===== src/rtl/billing_cycle_scheduler.sv =====
// billing_cycle_scheduler: sequences one billing run over meters 0..NUM_METERS-1.
// It issues one request per meter to the shared bill-amount datapath. It accumulates
// a saturating total, a bill count and an overdue count for the operator console.
// Optional feature macro: OVERDUE_PENALTY_EN. When it is defined, PENALTY is added to
// every overdue bill before accumulation.
module billing_cycle_scheduler #(
  parameter int unsigned NUM_METERS  = 10,
  parameter logic [15:0] PENALTY     = 16'd50,
  parameter int unsigned TIMEOUT_CYC = 255
) (
  input  logic        i_clk,
  input  logic        i_rst,
  input  logic        i_start,
  input  logic        i_abort,
  output logic        o_calc_req,
  output logic [3:0]  o_calc_idx,
  input  logic        i_calc_ack,
  input  logic        i_calc_done,
  input  logic [15:0] i_calc_amount,
  input  logic        i_calc_overdue,
  output logic        o_busy,
  output logic        o_run_done,
  output logic        o_aborted,
  output logic [23:0] o_total_amount,
  output logic [3:0]  o_bills_issued,
  output logic [3:0]  o_overdue_cnt
);

  localparam int unsigned IDX_W = 4;
  localparam int unsigned AMT_W = 16;
  localparam int unsigned ADD_W = AMT_W + 1;
  localparam int unsigned TOT_W = 24;
  localparam int unsigned TMO_W = 8;

  localparam logic [IDX_W-1:0] LP_LAST_IDX = IDX_W'(NUM_METERS - 1);
  localparam logic [TMO_W-1:0] LP_TIMEOUT  = TMO_W'(TIMEOUT_CYC);

`ifdef OVERDUE_PENALTY_EN
  localparam bit LP_PENALTY_EN = 1'b1;
`else
  localparam bit LP_PENALTY_EN = 1'b0;
`endif

  typedef enum logic [2:0] {
    S_IDLE   = 3'd0,
    S_ISSUE  = 3'd1,
    S_WAIT   = 3'd2,
    S_ACCUM  = 3'd3,
    S_FINISH = 3'd4
  } state_t;

  state_t             r_state;
  state_t             w_state_nxt;
  logic               r_calc_req,   w_calc_req_nxt;
  logic [IDX_W-1:0]   r_calc_idx,   w_calc_idx_nxt;
  logic               r_busy,       w_busy_nxt;
  logic               r_run_done,   w_run_done_nxt;
  logic               r_aborted,    w_aborted_nxt;
  logic [TOT_W-1:0]   r_total,      w_total_nxt;
  logic [IDX_W-1:0]   r_bills,      w_bills_nxt;
  logic [IDX_W-1:0]   r_ovd_cnt,    w_ovd_cnt_nxt;
  logic [TMO_W-1:0]   r_tmo_cnt,    w_tmo_cnt_nxt;
  logic [AMT_W-1:0]   r_amount,     w_amount_nxt;
  logic               r_overdue,    w_overdue_nxt;

  logic               w_advance;
  logic [TMO_W-1:0]   w_tmo_inc;
  logic [ADD_W-1:0]   w_addend;
  logic [TOT_W:0]     w_sum;
  logic [TOT_W-1:0]   w_total_sat;

  // Value added for the held bill (penalty only on overdue bills when enabled), saturating sum
  always_comb begin
    w_addend    = {1'b0, r_amount};
    if (LP_PENALTY_EN && r_overdue) begin
      w_addend  = ADD_W'({1'b0, r_amount} + {1'b0, PENALTY});
    end
    w_sum       = {1'b0, r_total} + (TOT_W + 1)'(w_addend);
    w_total_sat = w_sum[TOT_W] ? {TOT_W{1'b1}} : w_sum[TOT_W-1:0];
    w_tmo_inc   = r_tmo_cnt + TMO_W'(1);
  end

  // Next-state and next-register values; abort overrides every non-idle transition
  always_comb begin
    w_state_nxt    = r_state;
    w_calc_idx_nxt = r_calc_idx;
    w_busy_nxt     = r_busy;
    w_run_done_nxt = 1'b0;
    w_aborted_nxt  = r_aborted;
    w_total_nxt    = r_total;
    w_bills_nxt    = r_bills;
    w_ovd_cnt_nxt  = r_ovd_cnt;
    w_tmo_cnt_nxt  = r_tmo_cnt;
    w_amount_nxt   = r_amount;
    w_overdue_nxt  = r_overdue;
    w_advance      = 1'b0;

    case (r_state)
      S_IDLE: begin
        if (i_start && !i_abort) begin
          w_total_nxt    = '0;
          w_bills_nxt    = '0;
          w_ovd_cnt_nxt  = '0;
          w_aborted_nxt  = 1'b0;
          w_calc_idx_nxt = '0;
          w_tmo_cnt_nxt  = '0;
          w_busy_nxt     = 1'b1;
          w_state_nxt    = S_ISSUE;
        end
      end
      S_ISSUE: begin
        if (i_calc_ack) begin
          w_state_nxt = S_WAIT;
        end
      end
      S_WAIT: begin
        // A result arriving on the timeout cycle still counts
        if (i_calc_done) begin
          w_amount_nxt  = i_calc_amount;
          w_overdue_nxt = i_calc_overdue;
          w_state_nxt   = S_ACCUM;
        end else if (w_tmo_inc == LP_TIMEOUT) begin
          w_aborted_nxt = 1'b1;
          w_advance     = 1'b1;
        end else begin
          w_tmo_cnt_nxt = w_tmo_inc;
        end
      end
      S_ACCUM: begin
        w_total_nxt   = w_total_sat;
        w_bills_nxt   = r_bills + IDX_W'(1);
        w_ovd_cnt_nxt = r_ovd_cnt + IDX_W'(r_overdue);
        w_advance     = 1'b1;
      end
      S_FINISH: begin
        w_state_nxt = S_IDLE;
      end
      default: begin
        w_state_nxt = S_IDLE;
      end
    endcase

    // Move to the next meter, or close the run after the last one
    if (w_advance) begin
      w_tmo_cnt_nxt = '0;
      if (r_calc_idx == LP_LAST_IDX) begin
        w_state_nxt    = S_FINISH;
        w_run_done_nxt = 1'b1;
        w_busy_nxt     = 1'b0;
      end else begin
        w_calc_idx_nxt = r_calc_idx + IDX_W'(1);
        w_state_nxt    = S_ISSUE;
      end
    end

    // run_done has already pulsed when abort lands in FINISH, so no second pulse there
    if (i_abort && (r_state != S_IDLE)) begin
      w_state_nxt    = S_IDLE;
      w_busy_nxt     = 1'b0;
      w_aborted_nxt  = 1'b1;
      w_run_done_nxt = (r_state != S_FINISH);
      w_tmo_cnt_nxt  = '0;
    end

    w_calc_req_nxt = (w_state_nxt == S_ISSUE);
  end

  // State and output registers
  always_ff @(posedge i_clk or posedge i_rst) begin
    if (i_rst) begin
      r_state    <= S_IDLE;
      r_calc_req <= 1'b0;
      r_calc_idx <= '0;
      r_busy     <= 1'b0;
      r_run_done <= 1'b0;
      r_aborted  <= 1'b0;
      r_total    <= '0;
      r_bills    <= '0;
      r_ovd_cnt  <= '0;
      r_tmo_cnt  <= '0;
      r_amount   <= '0;
      r_overdue  <= 1'b0;
    end else begin
      r_state    <= w_state_nxt;
      r_calc_req <= w_calc_req_nxt;
      r_calc_idx <= w_calc_idx_nxt;
      r_busy     <= w_busy_nxt;
      r_run_done <= w_run_done_nxt;
      r_aborted  <= w_aborted_nxt;
      r_total    <= w_total_nxt;
      r_bills    <= w_bills_nxt;
      r_ovd_cnt  <= w_ovd_cnt_nxt;
      r_tmo_cnt  <= w_tmo_cnt_nxt;
      r_amount   <= w_amount_nxt;
      r_overdue  <= w_overdue_nxt;
    end
  end

  assign o_calc_req     = r_calc_req;
  assign o_calc_idx     = r_calc_idx;
  assign o_busy         = r_busy;
  assign o_run_done     = r_run_done;
  assign o_aborted      = r_aborted;
  assign o_total_amount = r_total;
  assign o_bills_issued = r_bills;
  assign o_overdue_cnt  = r_ovd_cnt;

endmodule


===== config.mk =====
export PLATFORM = sky130hd
export DESIGN_NAME = billing_cycle_scheduler
export DESIGN_NICKNAME = d
export VERILOG_FILES = /design/src/rtl/billing_cycle_scheduler.sv
export SDC_FILE = /design/constraint.sdc
export NUM_CORES = 1
export LEC_CHECK = 0
export ABC_CLOCK_PERIOD_IN_PS = 5700
export CAP_MARGIN = 5
export CELL_PAD_IN_SITES_DETAIL_PLACEMENT = 0
export CELL_PAD_IN_SITES_GLOBAL_PLACEMENT = 2
export CORE_AREA = 2 2 106 108
export CTS_BUF_LIST = sky130_fd_sc_hd__clkbuf_8
export CTS_CLUSTER_SIZE = 10
export DETAILED_ROUTE_END_ITERATION = 6
export DIE_AREA = 0 0 108 110
export PLACE_DENSITY_LB_ADDON = 0.1
export SLEW_MARGIN = 20
export SYNTH_ARGS = -nofsm -noshare
export SYNTH_HDL_FRONTEND = slang
export SYNTH_SLANG_ARGS = --single-unit

===== constraint.sdc =====
create_clock -name i_clk -period 5.7 [get_ports i_clk]
set_input_delay 0.855 -clock i_clk [delete_from_list [all_inputs] [get_ports i_clk]]
set_output_delay 0.855 -clock i_clk [all_outputs]
set_load 0.005 [all_outputs]

==> After elaboration in Yosys (flattened, before gate mapping) <==
Cells that the tools add are included.
{ "classes": {"add_sub_neg": 5, "n_eq_ne": 14, "muxes": 39, "reduce_logical": 12} }
{ "op_table": {"columns": ["op", "n"], "rows": [
  ["24-bit two-way mux", 2],
  ["24-bit one-hot mux with 2 select lines", 1],
  ["8-bit two-way mux", 5],
  ["24-bit by 16-bit adder with 25-bit output", 1],
  ["4-bit two-way mux", 5],
  ["3-bit two-way mux", 6],
  ["4-bit one-hot mux with 2 select lines", 2],
  ["8-bit one-hot mux with 2 select lines", 1],
  ["1-bit two-way mux", 14],
  ["3-bit != test, second input constant", 4],
  ["4-bit != test, second input constant", 3],
  ["3-bit one-hot mux with 4 select lines", 1],
  ["4-bit by 1-bit adder with 4-bit output, second input constant", 2],
  ["8-bit by 1-bit adder with 8-bit output, second input constant", 1],
  ["8-bit == test, second input constant", 1],
  ["4-bit AND reduction", 2],
  ["3-bit by 1-bit == test with 1-bit output, second input constant", 2],
  ["3-bit by 2-bit == test with 1-bit output, second input constant", 2],
  ["3-bit nonzero test", 2],
  ["4-bit by 1-bit adder with 4-bit output", 1],
  ["4-bit == test, second input constant", 1],
  ["1-bit one-hot mux with 2 select lines", 2],
  ["2-bit AND reduction", 2],
  ["4-bit nonzero test", 1],
  ["5 further kinds", 6]
]} }
{ "word_totals": {"ff_bits": 68, "in_bits": 23, "out_inout_bits": 40, "elab_cells": 82} }

==> Depth between registers and ports, before layout <==
Gate-level depths: netlist of run 1.
{ "depth": {"depth_word": 8, "depth_mapped": 9, "mapped_depth_nobuf": 9} }

==> Least setup slack after synthesis of run 1 <==
Ideal clock, no wire load.
{ "synth_path": {"path_type": "register to register", "from": "register r_total[0] (netlist: o_total_amount[0])", "to": "register r_total[11] (netlist: o_total_amount[11])", "setup_time_ps": 141, "arrival_time_ps": 2305, "required_ps": 5559, "setup_slack_ps": 3254, "path_stages_with_launch": 10, "n_path_buf": 1, "period_less_slack_ps": 2446, "cell_sequence": "dfrtp_1 ha_1 fa_1 a21o_1 a221oi_2 nor3_4 o21ai_4 a211o_4 buf_2 a31oi_1"} }
{ "synth_between": {"elab_chain_len": 3} }
{ "synth_lines": {"columns": ["element", "line_no", "rtl"], "rows": [
  ["start: declaration", "59", "logic [TOT_W-1:0] r_total, w_total_nxt;"],
  ["start signal: assignment", "190", "r_total <= w_total_nxt;"],
  ["24-bit by 16-bit adder with 25-bit output", "78", "w_sum = {1'b0, r_total} + (TOT_W + 1)'(w_addend);"],
  ["24-bit two-way mux", "79", "w_total_sat = w_sum[TOT_W] ? {TOT_W{1'b1}} : w_sum[TOT_W-1:0];"],
  ["24-bit one-hot mux with 2 select lines", "98", "case (r_state)"]
]} }
No other way between the ends.
A chain may end at the register's enable or synchronous reset.

==> Worst setup path in the final report of run 1 <==
{ "layout_path": {"from": "register r_total[0] (netlist: o_total_amount[0])", "to": "register r_total[14] (netlist: o_total_amount[14])"} }
The elaborated chain is that of the path after synthesis.

==> results by group, run 1 <==
Yosys
  • Post-Synth XOR/XNOR Area: under 10%
  • Largest family of logic cells by synthesized area: compound AO/OA/AOI/OAI gates
  • Post-Synth Simple-Gate Area: around 16%
  • Yosys warning count: 0
  • Top FF cell, synth: dfrtp_1
  • Mapped Cells: a little over 400
  • EDFF count, synth: 0
  • Count of different cell masters after synthesis: between 50 and 60
  • Synth top area cells: dfrtp_1 42%, ha_1 7.2%, a21oi_1 5.9%
  • Top-area cell type share of the netlist area: a little over two fifths
  • Synth Area in Compound Gates: 22.48%
  • #FFs+latches synth: 68
  • Mapped Area: 4014 µm²
  • Avg Cell Area, Syn: a little under 10 µm²
  • Post-synth ARST share: between 90% and 100%
  • Post-Syn Nets: 462
  • Synth Area in Adders: 7.668%
  • Multiplexer area fraction after synthesis: 5.767%
  • Post-synthesis sequential area ratio: 42.39%
  • Yosys top cell by area: dfrtp_1

CTS
  • Worst-Skew Late Latency: around 360 ps
  • Num CTS Buffers: 9
  • TritonCTS clock tree: yes
  • Post-cts resize count: 0
  • Post-CTS Setup Bufs: 0
  • Clock Tree Buf Depth: 2
  • Clock Sinks: 68
  • Clock-pin transition on the worst setup and hold timing paths: ~70 ps
  • Hold bufs inserted after CTS: 0
  • Root Buffer: clkbuf_8
  • H-tree depth: 3

Final layout
  • Area growth syn-to-layout: 25.00%
  • Commonest non-fill, non-tap cell in the layout: dfrtp_1
  • Cell area after layout: about 5000 µm²
  • Final net count: about 520
  • Share of cells above drive strength 1: 11.41%
  • Most frequent cells in the layout: 68 x dfrtp_1, 62 x clkdlybuf4s50_1, 47 x a21oi_1
  • Antenna cell count: 0

STA
  • Slew Limit Fails: 0
  • Worst slew pin tran: 894.2 ps
  • Hold Vio Cnt, Final: 0
  • Worst slew margin: 40.39%
  • Setup TNS: 0 ps
  • Max frequency: between 300 and 400 MHz
  • Period utilization: 49.37%
  • Final clock skew: 16.20 ps
  • Setup-failing EPs final: 0
  • Min cycle time layout: 2814 ps
  • Unrepaired setup endpoints after global routing: no

Routing
  • DR iter-0 viols: between 150 and 200
  • WL/cell: 15.95 µm
  • Via count: between 3000 and 4000
  • Vias per cell: 5.383
  • Detail Route Antenna Nets: 0
  • Drt first pass iters: 4
  • Final WL: around 9.9 mm
  • Post-route DRC: 0

Power and ir drop
  • Static leakage power: around 2.2 nW
  • P per Cell Area: between 400 and 500 nW/µm²
  • Pwr Total: 2.269 mW
  • Worst ir drop on vdd: around 0.16 mV

Status
  • Status: complete, no violations

Die
  • Vert. Die Dim: around 110 µm
  • Core Region: approximately 11000 µm²
  • Die W: between 100 and 150 µm
  • IO Pins: 63
  • Die area: 11880 µm²
  • Effective utilization at floorplan: 37.52%
  • Rows: 38

Global routing
  • Initial antenna violation count: 0
  • Largest net degree at the start of global routing: 40
  • Vias in the first global route: ~3300
  • First-pass GRT wire length: between 15 and 20 mm
  • Total GRT Usage: 17.93%
  • Congestion Overflow GR: 0

Placement
  • GPL Wtd Cong: roughly 0.75
  • DP HPWL: a little under 7 mm
  • Area post-placement: 4772 µm²
  • Port buffer count: 62

Critical path
  • CP arrival: 3020 ps
  • Critical Path Source Type: register
  • Critical Path End Type: register
  • Worst path required time: ~5900 ps
  • Crit-path max FO: 5
  • Worst setup path class: reg2reg

Flow run
  • Max-cap violations: 0

Hold path
  • Hold Crit Class: reg2reg
==> stage by stage <==
step / instances / worst slack, ps / hold WS, ps / util (%)
4_1_cts: 622 / 2892 / 488.3 / 46.90
5_1_grt: 622 / 2655 / 539.2 / 46.90
2_1_floorplan: 415 / 3133 / 447.8 / -
6_report: 622 / 2886 / 479.5 / 46.90
3_5_place_dp: 606 / 2547 / 479.2 / 44.61
3_3_place_gp: 606 / 2611 / 471.1 / 44.61
==> report_power, final <==
group          switching (mW)  total, mW  internal (mW)
Combinational           0.538       1.03          0.492
Clock                   0.203      0.496          0.294
Sequential              0.122      0.742          0.620
Total                   0.863       2.27           1.41
==> worst max-delay path, cell delays in order (launching register included) <==
cell,delay [ps]
dfrtp_1,400
ha_1,240
fa_1,400
a21o_1,200
a221oi_2,500
nor3_4,100
o21ai_4,220
a211oi_1,160
nor2_1,310
a31oi_1,140
==> routing by layer <==
layer	up-vias	part of all wire, %	global-route usage (%)
met3	13	3.9	4.703
met2	51	47	30.41
met1	1633	47	22.56
li1	1651	-	-
met4	0	1.6	5.311
met5	-	0	0
==> worst paths after layout <==
check	start	end	slack, ps	cells past startpoint
min in group asynchronous	i_rst	r_amount[15]	900	2
max	o_total_amount[0]	o_total_amount[14]	2890	9
max reg2reg	o_total_amount[0]	o_total_amount[14]	2890	9
min	o_overdue_cnt[3]	o_overdue_cnt[3]	480	1
max in group asynchronous	i_rst	r_amount[0]	3840	3
min reg2reg	o_overdue_cnt[3]	o_overdue_cnt[3]	480	1
==> state kept, by name, indices dropped and copies added (netlist names) <==
signal and count:
o_total_amount 24, r_amount 16, r_tmo_cnt 8, o_bills_issued 4, o_calc_idx 4, o_overdue_cnt 4, r_state 3, o_aborted 1
o_busy 1, o_calc_req 1, o_run_done 1, r_overdue 1
==> cell families (layout without fill, tap and decap cells) <==
logic type	after synthesis	in the layout
multiplexers	21	21
flip-flops	68	68
AND/OR/NAND/NOR	126	126
XOR/XNOR	13	13
AO/OA/AOI/OAI	136	136
adder cells (fa/ha/maj)	24	24
buffers and inverters	27	94
==> layout make-up <==
class                           instances  area [µm²]
Timing Repair Buffer                   66       650.6
Fill cell                            1058        5680
Multi-Input combinational cell        320        2200
Inverter                               12       45.04
Tap cell                              140       175.2
Sequential cell                        68        1702
Clock buffer                            9       123.9
Clock inverter                          7       121.4
==> synthesized netlist by cell type, drive strengths merged (2+ instances only) <==
| cell type | count |
|---|---|
| a211oi | 8 |
| and2 | 3 |
| and4 | 5 |
| xor2 | 7 |
| nor2 | 31 |
| mux2 | 17 |
| nand2b | 5 |
| nand4 | 5 |
| nor3 | 13 |
| and3 | 4 |
| inv | 12 |
| nand2 | 31 |
| or3 | 4 |
| a21oi | 47 |
| nand3b | 2 |
| buf | 9 |
| o211ai | 3 |
| nand3 | 11 |
| clkbuf | 6 |
| nor2b | 7 |
| a211o | 2 |
| a31oi | 19 |
| o31ai | 7 |
| o21ai | 29 |
| xnor2 | 6 |
| mux2i | 4 |
| ha | 23 |
| dfrtp | 68 |
| or2 | 2 |
| a21o | 7 |
No activity file was read; power rests on OpenSTA's default activity.
==> run 2, diff against run 1 <==
--- a/config.mk
+++ b/config.mk
@@ -5,15 +5,15 @@
 export SDC_FILE = /design/constraint.sdc
 export NUM_CORES = 1
 export LEC_CHECK = 0
-export ABC_CLOCK_PERIOD_IN_PS = 5700
+export ABC_CLOCK_PERIOD_IN_PS = 2760
 export CAP_MARGIN = 5
 export CELL_PAD_IN_SITES_DETAIL_PLACEMENT = 0
 export CELL_PAD_IN_SITES_GLOBAL_PLACEMENT = 2
-export CORE_AREA = 2 2 106 108
+export CORE_AREA = 2 2 111 113
 export CTS_BUF_LIST = sky130_fd_sc_hd__clkbuf_8
 export CTS_CLUSTER_SIZE = 10
 export DETAILED_ROUTE_END_ITERATION = 6
-export DIE_AREA = 0 0 108 110
+export DIE_AREA = 0 0 113 115
 export PLACE_DENSITY_LB_ADDON = 0.1
 export SLEW_MARGIN = 20
 export SYNTH_ARGS = -nofsm -noshare
==> constraint.sdc (replaced) <==
create_clock -name i_clk -period 2.76 [get_ports i_clk]
set_input_delay 0.414 -clock i_clk [delete_from_list [all_inputs] [get_ports i_clk]]
set_output_delay 0.414 -clock i_clk [all_outputs]
set_load 0.005 [all_outputs]
==> run 2 against run 1 <==
The run now ends with design-rule violations left. Die area up 9.4%. First-iteration DRC count up 25%. Sequential power up 110%. Via count down 0.21%. Cell count up 2.4%. Setup slack worse by 2700 ps. Hold slack worse by 89 ps. Critical path depth unchanged. Combinational power up 110%. Flip-flop and latch count unchanged. Critical path type unchanged. Largest cell class unchanged.
==> results by group, run 2 (same netlist as run 1, synthesis figures left out) <==
Status
  • Failing checks: design-rule violations
  • Status: finished, violations left

Die
  • Die W: ~110 µm
  • Core Region: between 10000 and 15000 µm²
  • Rows: 40
  • Effective utilization at floorplan: roughly a third
  • IO Pins: 63
  • Vert. Die Dim: between 100 and 150 µm
  • Die area: between 10000 and 15000 µm²

Global routing
  • Congestion Overflow GR: 0
  • Total GRT Usage: 16.80%
  • Vias in the first global route: between 3000 and 4000
  • Largest net degree at the start of global routing: between 40 and 50
  • First-pass GRT wire length: 17.06 mm
  • Initial antenna violation count: 0

Placement
  • Port buffer count: slightly above 60
  • GPL Wtd Cong: 0.8570
  • Post-placement setup slack: about 140 ps
  • Placed instance count: a little over 600
  • DP HPWL: ~7.4 mm

Final layout
  • Area growth syn-to-layout: 25.37%
  • Commonest non-fill, non-tap cell in the layout: dfrtp_1
  • Share of cells above drive strength 1: between 10% and 20%
  • Final net count: about 530
  • Max reg flops: 24
  • Most frequent cells in the layout: 68 x dfrtp_1, 62 x clkdlybuf4s50_1, 47 x a21oi_1
  • Final cell count without fillers: between 600 and 700
  • Antenna cell count: 0

CTS
  • Post-CTS Setup Bufs: 0
  • Worst-Skew Late Latency: roughly 360 ps
  • Num CTS Buffers: 9
  • Root Buffer: clkbuf_8
  • Clock Tree Buf Depth: 2
  • TritonCTS clock tree: yes
  • Clock-pin transition on the worst setup and hold timing paths: 70 ps
  • Clock Sinks: 68
  • Hold bufs inserted after CTS: 0
  • H-tree depth: 3

Critical path
  • Setup crit start: o_total_amount[0]
  • Crit-path max FO: 10
  • Worst setup path class: reg2reg
  • CP arrival: 2770 ps
  • Worst r2r dst: o_total_amount[2]
  • Critical Path Source Type: register
  • Critical Path End Type: register
  • CP Capture Point: o_total_amount[2]
  • Flop2flop setup slack: 220 ps
  • Worst path required time: between 2000 and 3000 ps
  • Worst reg-to-reg path cell count: 9
  • FF-to-FF Start: o_total_amount[0]

Power and ir drop
  • Net Sw Frac: 39.34%
  • Logic gate share of total power: about half
  • Pwr Total: roughly 4.5 mW
  • Clock network fraction of total power: 16.5%
  • Switching power: about 1.8 mW
  • Worst ir drop on vdd: ~0.34 mV
  • Flop pwr share: approximately 35%
  • P per Cell Area: just under 900 nW/µm²
  • Pint: between 2 and 3 mW
  • Static leakage power: about 2.2 nW

STA
  • Final WS setup: 219.8 ps
  • Setup-failing EPs final: 0
  • Final clock skew: between 7 and 8 ps
  • Period utilization: approximately 92%
  • Worst slew margin: between 60 and 70%
  • Worst slew pin tran: just over 500 ps
  • Hold Vio Cnt, Final: 0
  • Min cycle time layout: around 2500 ps
  • Slew Limit Fails: 0
  • Max frequency: 393.7 MHz
  • Setup TNS: 0 ps
  • Unrepaired setup endpoints after global routing: no

Hold path
  • Hold Crit Class: in2async

Routing
  • Drt first pass iters: 6
  • WL/cell: about 16 µm
  • Final WL: 10.31 mm
  • Post-route DRC: 4
  • DR iter-0 viols: 204
  • Vias per cell: 5.245
  • Detail Route Antenna Nets: 0
  • Via count: roughly 3300

Flow run
  • Max-cap violations: 0
==> run 2: changes by cell type in the layout (fill, tap and decap cells not counted), moves of 2 or more <==
cell       delta
bufinv_16     -3
inv_6         -2
clkbuf_8      +2
inv_1         +2
buf_4         +8
==> run 2: final cells by class <==
| class | instances | area, µm² |
|---|---|---|
| fill | 1203 | 6779 |
| multi-input combinational | 320 | 2202 |
| sequential | 68 | 1702 |
| timing repair buffer | 75 | 730.7 |
| tap | 147 | 183.9 |
| clock buffer | 11 | 151.4 |
| inverter | 12 | 45.04 |
| clock inverter | 4 | 17.52 |
==> run 2: power groups by stage <==
stage               sequential [mW]  clock, mW  combinational, mW
floorplan                      1.49          0               1.47
global placement               1.55          0               2.20
detailed placement             1.56          0               2.19
CTS                            1.54      0.778               2.20
global route                   1.59      0.821               2.44
finish                         1.54      0.735               2.19
==> run 2: worst max-delay path: stages, from the launching register on <==
cell	delay [ps]
dfrtp_1	400
ha_1	230
fa_1	410
a21o_1	200
a221oi_2	360
nor3_4	100
o21ai_4	200
a211o_4	240
buf_4	180
a31oi_1	90
==> run 2: per-stage QoR <==
step / hold WS (ps) / util [%] / instance area [µm²]
final: 391.0 / 42.61 / 5032
after global routing: 432.4 / 42.61 / 5032
after CTS: 393.9 / 42.58 / 5030
after detailed placement: 473.8 / 41.15 / 4861
after global placement: 471.2 / 41.15 / 4861
after floorplan: 447.8 / - / 4014
==> run 2: per-layer routing <==
metal | GRT usage [%] | share of wire, %
met5 | 0 | 0
met4 | 5.691 | 1.6
met3 | 4.481 | 3.7
met2 | 28.62 | 49
met1 | 20.75 | 46
==> run 2: worst min-delay path by stage <==
stage / cells past startpoint / to / slack, ps
after floorplan: 1 / r_tmo_cnt[7] / 450
after global placement: 1 / o_overdue_cnt[3] / 470
after detailed placement: 1 / r_tmo_cnt[7] / 470
after CTS: 2 / o_overdue_cnt[0] / 390
after global routing: 2 / r_amount[8] / 430
final: 2 / r_amount[8] / 390
==> run 2: timing repair <==
action                                  in CTS  in global routing
endpoints found under the setup margin       0                  4
gates resized for setup                      0                  1
hold endpoints to repair                     0                  0
==> run 3, diff against run 2 <==
--- a/config.mk
+++ b/config.mk
@@ -5,7 +5,7 @@
 export SDC_FILE = /design/constraint.sdc
 export NUM_CORES = 1
 export LEC_CHECK = 0
-export ABC_CLOCK_PERIOD_IN_PS = 2760
+export ABC_CLOCK_PERIOD_IN_PS = 2400
 export CAP_MARGIN = 5
 export CELL_PAD_IN_SITES_DETAIL_PLACEMENT = 0
 export CELL_PAD_IN_SITES_GLOBAL_PLACEMENT = 2
@@ -14,6 +14,8 @@
 export CTS_CLUSTER_SIZE = 10
 export DETAILED_ROUTE_END_ITERATION = 6
 export DIE_AREA = 0 0 113 115
+export GPL_TIMING_DRIVEN = 0
+export HOLD_SLACK_MARGIN = 0.06
 export PLACE_DENSITY_LB_ADDON = 0.1
 export SLEW_MARGIN = 20
 export SYNTH_ARGS = -nofsm -noshare
==> constraint.sdc (replaced) <==
create_clock -name i_clk -period 2.4 [get_ports i_clk]
set_input_delay 0.36 -clock i_clk [delete_from_list [all_inputs] [get_ports i_clk]]
set_output_delay 0.36 -clock i_clk [all_outputs]
set_load 0.005 [all_outputs]
==> run 3 against run 2 <==
The flow still finishes with violations (design-rule violations). Clock power is 34% higher. Total power is 27% higher. Global-route usage is 0.75 points higher. Hold slack worse by 43 ps. Cell count is 2.8% higher. Clock skew is 6.3 ps higher. Setup slack worse by 180 ps. Clock-buffer cell count is 1 higher. Core utilization is 3.4 points higher. Non-clock buffer count is 18 higher. Cell area is 8.1% higher. Critical path type unchanged. Highest routed layer unchanged.
==> results by group, run 3 (same netlist as run 1, synthesis figures left out) <==
Status
  • Status: finished, violations left
  • Failing checks: design-rule violations

Routing
  • Drt first pass iters: 6
  • WL/cell: roughly 16 µm
  • Post-route DRC: 4
  • Vias per cell: ~5.3
  • Final WL: between 10 and 15 mm
  • DR iter-0 viols: between 100 and 150
  • Detail Route Antenna Nets: 0
  • Via count: roughly 3400

Placement
  • Port buffer count: 61
  • DP HPWL: 7.645 mm
  • GPL Wtd Cong: about 0.8
  • Post-placement setup slack: -424.0 ps
  • Placed instance count: ~620

CTS
  • TritonCTS clock tree: yes
  • Clock Tree Buf Depth: 2
  • H-tree depth: 3
  • Clock Sinks: 68
  • Clock-pin transition on the worst setup and hold timing paths: ~80 ps
  • Num CTS Buffers: 9
  • Root Buffer: clkbuf_8
  • Worst-Skew Late Latency: 360 ps

STA
  • Final clock skew: roughly 14 ps
  • Max frequency: 423.5 MHz
  • Final WS setup: approximately 39 ps
  • Period utilization: 98.39%
  • Worst slew pin tran: between 700 and 800 ps
  • Min cycle time layout: around 2400 ps
  • Hold WS: 347.9 ps
  • Hold Vio Cnt, Final: 0
  • Unrepaired setup endpoints after global routing: yes
  • Slew Limit Fails: 0
  • Worst slew margin: between 50% and 60%
  • Setup-failing EPs final: 0

Global routing
  • Largest net degree at the start of global routing: 43
  • Met3 GRT Util: ~5.4%
  • Congestion Overflow GR: 0
  • GR Layer Usage met2: a little under a third
  • First-pass GRT wire length: about 18 mm
  • Met1 usage: 21.69%
  • Vias in the first global route: around 3500
  • Initial antenna violation count: 0
  • Total GRT Usage: 17.55%
  • GRT busiest layer: met2

Critical path
  • Worst reg-to-reg path cell count: 10
  • CP arrival: approximately 2600 ps
  • Flop2flop setup slack: ~39 ps
  • Worst path required time: between 2000 and 3000 ps
  • Critical Path Source Type: register
  • Critical Path End Type: register
  • Crit-path max FO: 5
  • Worst r2r dst: o_total_amount[6]
  • Worst setup path class: reg2reg
  • FF-to-FF Start: o_total_amount[0]

Final layout
  • Most frequent cells in the layout: 68 x dfrtp_1, 61 x clkdlybuf4s50_1, 46 x a21oi_1
  • Commonest non-fill, non-tap cell in the layout: dfrtp_1
  • Final cell count without fillers: between 600 and 700
  • Antenna cell count: 0
  • Share of cells above drive strength 1: 18.50%
  • Final net count: about 550
  • Area growth syn-to-layout: 35.51%
  • Fin util: 46.05%
  • Max reg flops: 24

Die
  • Die area: 13000 µm²
  • Core Region: approximately 12000 µm²
  • Die W: around 110 µm
  • Effective utilization at floorplan: around a third
  • IO Pins: 63
  • Rows: 40
  • Vert. Die Dim: 115 µm

Flow run
  • Max-cap violations: 0

Hold path
  • Hold Crit Class: in2async

Power and ir drop
  • Pint: about 3.5 mW
  • P per Cell Area: around 1000 nW/µm²
  • Logic gate share of total power: about 51%
  • Flop pwr share: 31.6%
  • Worst ir drop on vdd: ~0.46 mV
  • Clock network fraction of total power: between 15 and 20%
  • Static leakage power: about 2.3 nW
  • Pwr Total: between 5 and 6 mW
  • Net Sw Frac: between 30% and 40%
  • Switching power: 2.182 mW
run 3: cell types whose count changed in the layout (fill, tap and decap cells not counted), moves of 5 or more:
cell,previous run,this run
buf_6,0,5
buf_2,0,5
clkbuf_1,0,6
ha_4,0,7
ha_1,23,14
run 3: cell type report:
cell class	instances	area [µm²]
fillers	1178	6372
multi-input cells	320	2416
flip-flops and latches	68	1702
repair buffers	78	809.5
well taps	147	183.9
clock buffers	12	165.2
plain buffers	15	77.57
inverters	12	47.55
clock inverters	3	37.54
run 3: repair_timing:
item                       in CTS  in global routing
hold buffers                    0                  0
gates resized for setup        13                 29
hold endpoints to repair        0                  0
cloned                          1                  0
setup endpoints to repair      24                 35
buffers inserted                9                  7
pin swaps                      13                 11
run 3: worst max path at each step:
stage | startpoint | end | cells past startpoint
final | o_total_amount[0] | o_total_amount[6] | 10
after global placement | i_rst | o_calc_idx[0] | 2
after CTS | o_total_amount[0] | o_total_amount[11] | 9
after floorplan | o_total_amount[0] | o_total_amount[11] | 9
after detailed placement | o_total_amount[0] | o_total_amount[14] | 9
after global routing | o_total_amount[0] | o_total_amount[22] | 10
run 3: routing by layer:
layer	vias to the layer above	share of wire, %
met2	64	50
met4	0	0.90
met3	6	5.2
met1	1670	44
li1	1707	-
met5	-	0
run 3: through the flow:
stage               TNS, ps  area [µm²]
floorplan                 0        4025
detailed placement    -7761        4850
global placement     -81470        4820
CTS                  -602.5        5207
global route         -601.5        5439
finish                    0        5439
run 3: power by group through the flow:
| stage | clock [mW] | combinational, mW | sequential [mW] |
|---|---|---|---|
| global route | 1.08 | 3.21 | 1.84 |
| detailed placement | 0 | 2.51 | 1.77 |
| global placement | 0 | 2.49 | 1.76 |
| floorplan | 0 | 1.72 | 1.71 |
| CTS | 1.04 | 2.59 | 1.75 |
| finish | 0.987 | 2.88 | 1.79 |
run 3: critical path, stage by stage (launching register included):
cell and delay (ps):
dfrtp_1 380, ha_2 200, fa_2 340, a21o_1 210, a221oi_4 310, nor3_4 80, o21ai_4 170, a211o_4 210
buf_12 110, buf_8 120, a31oi_1 80
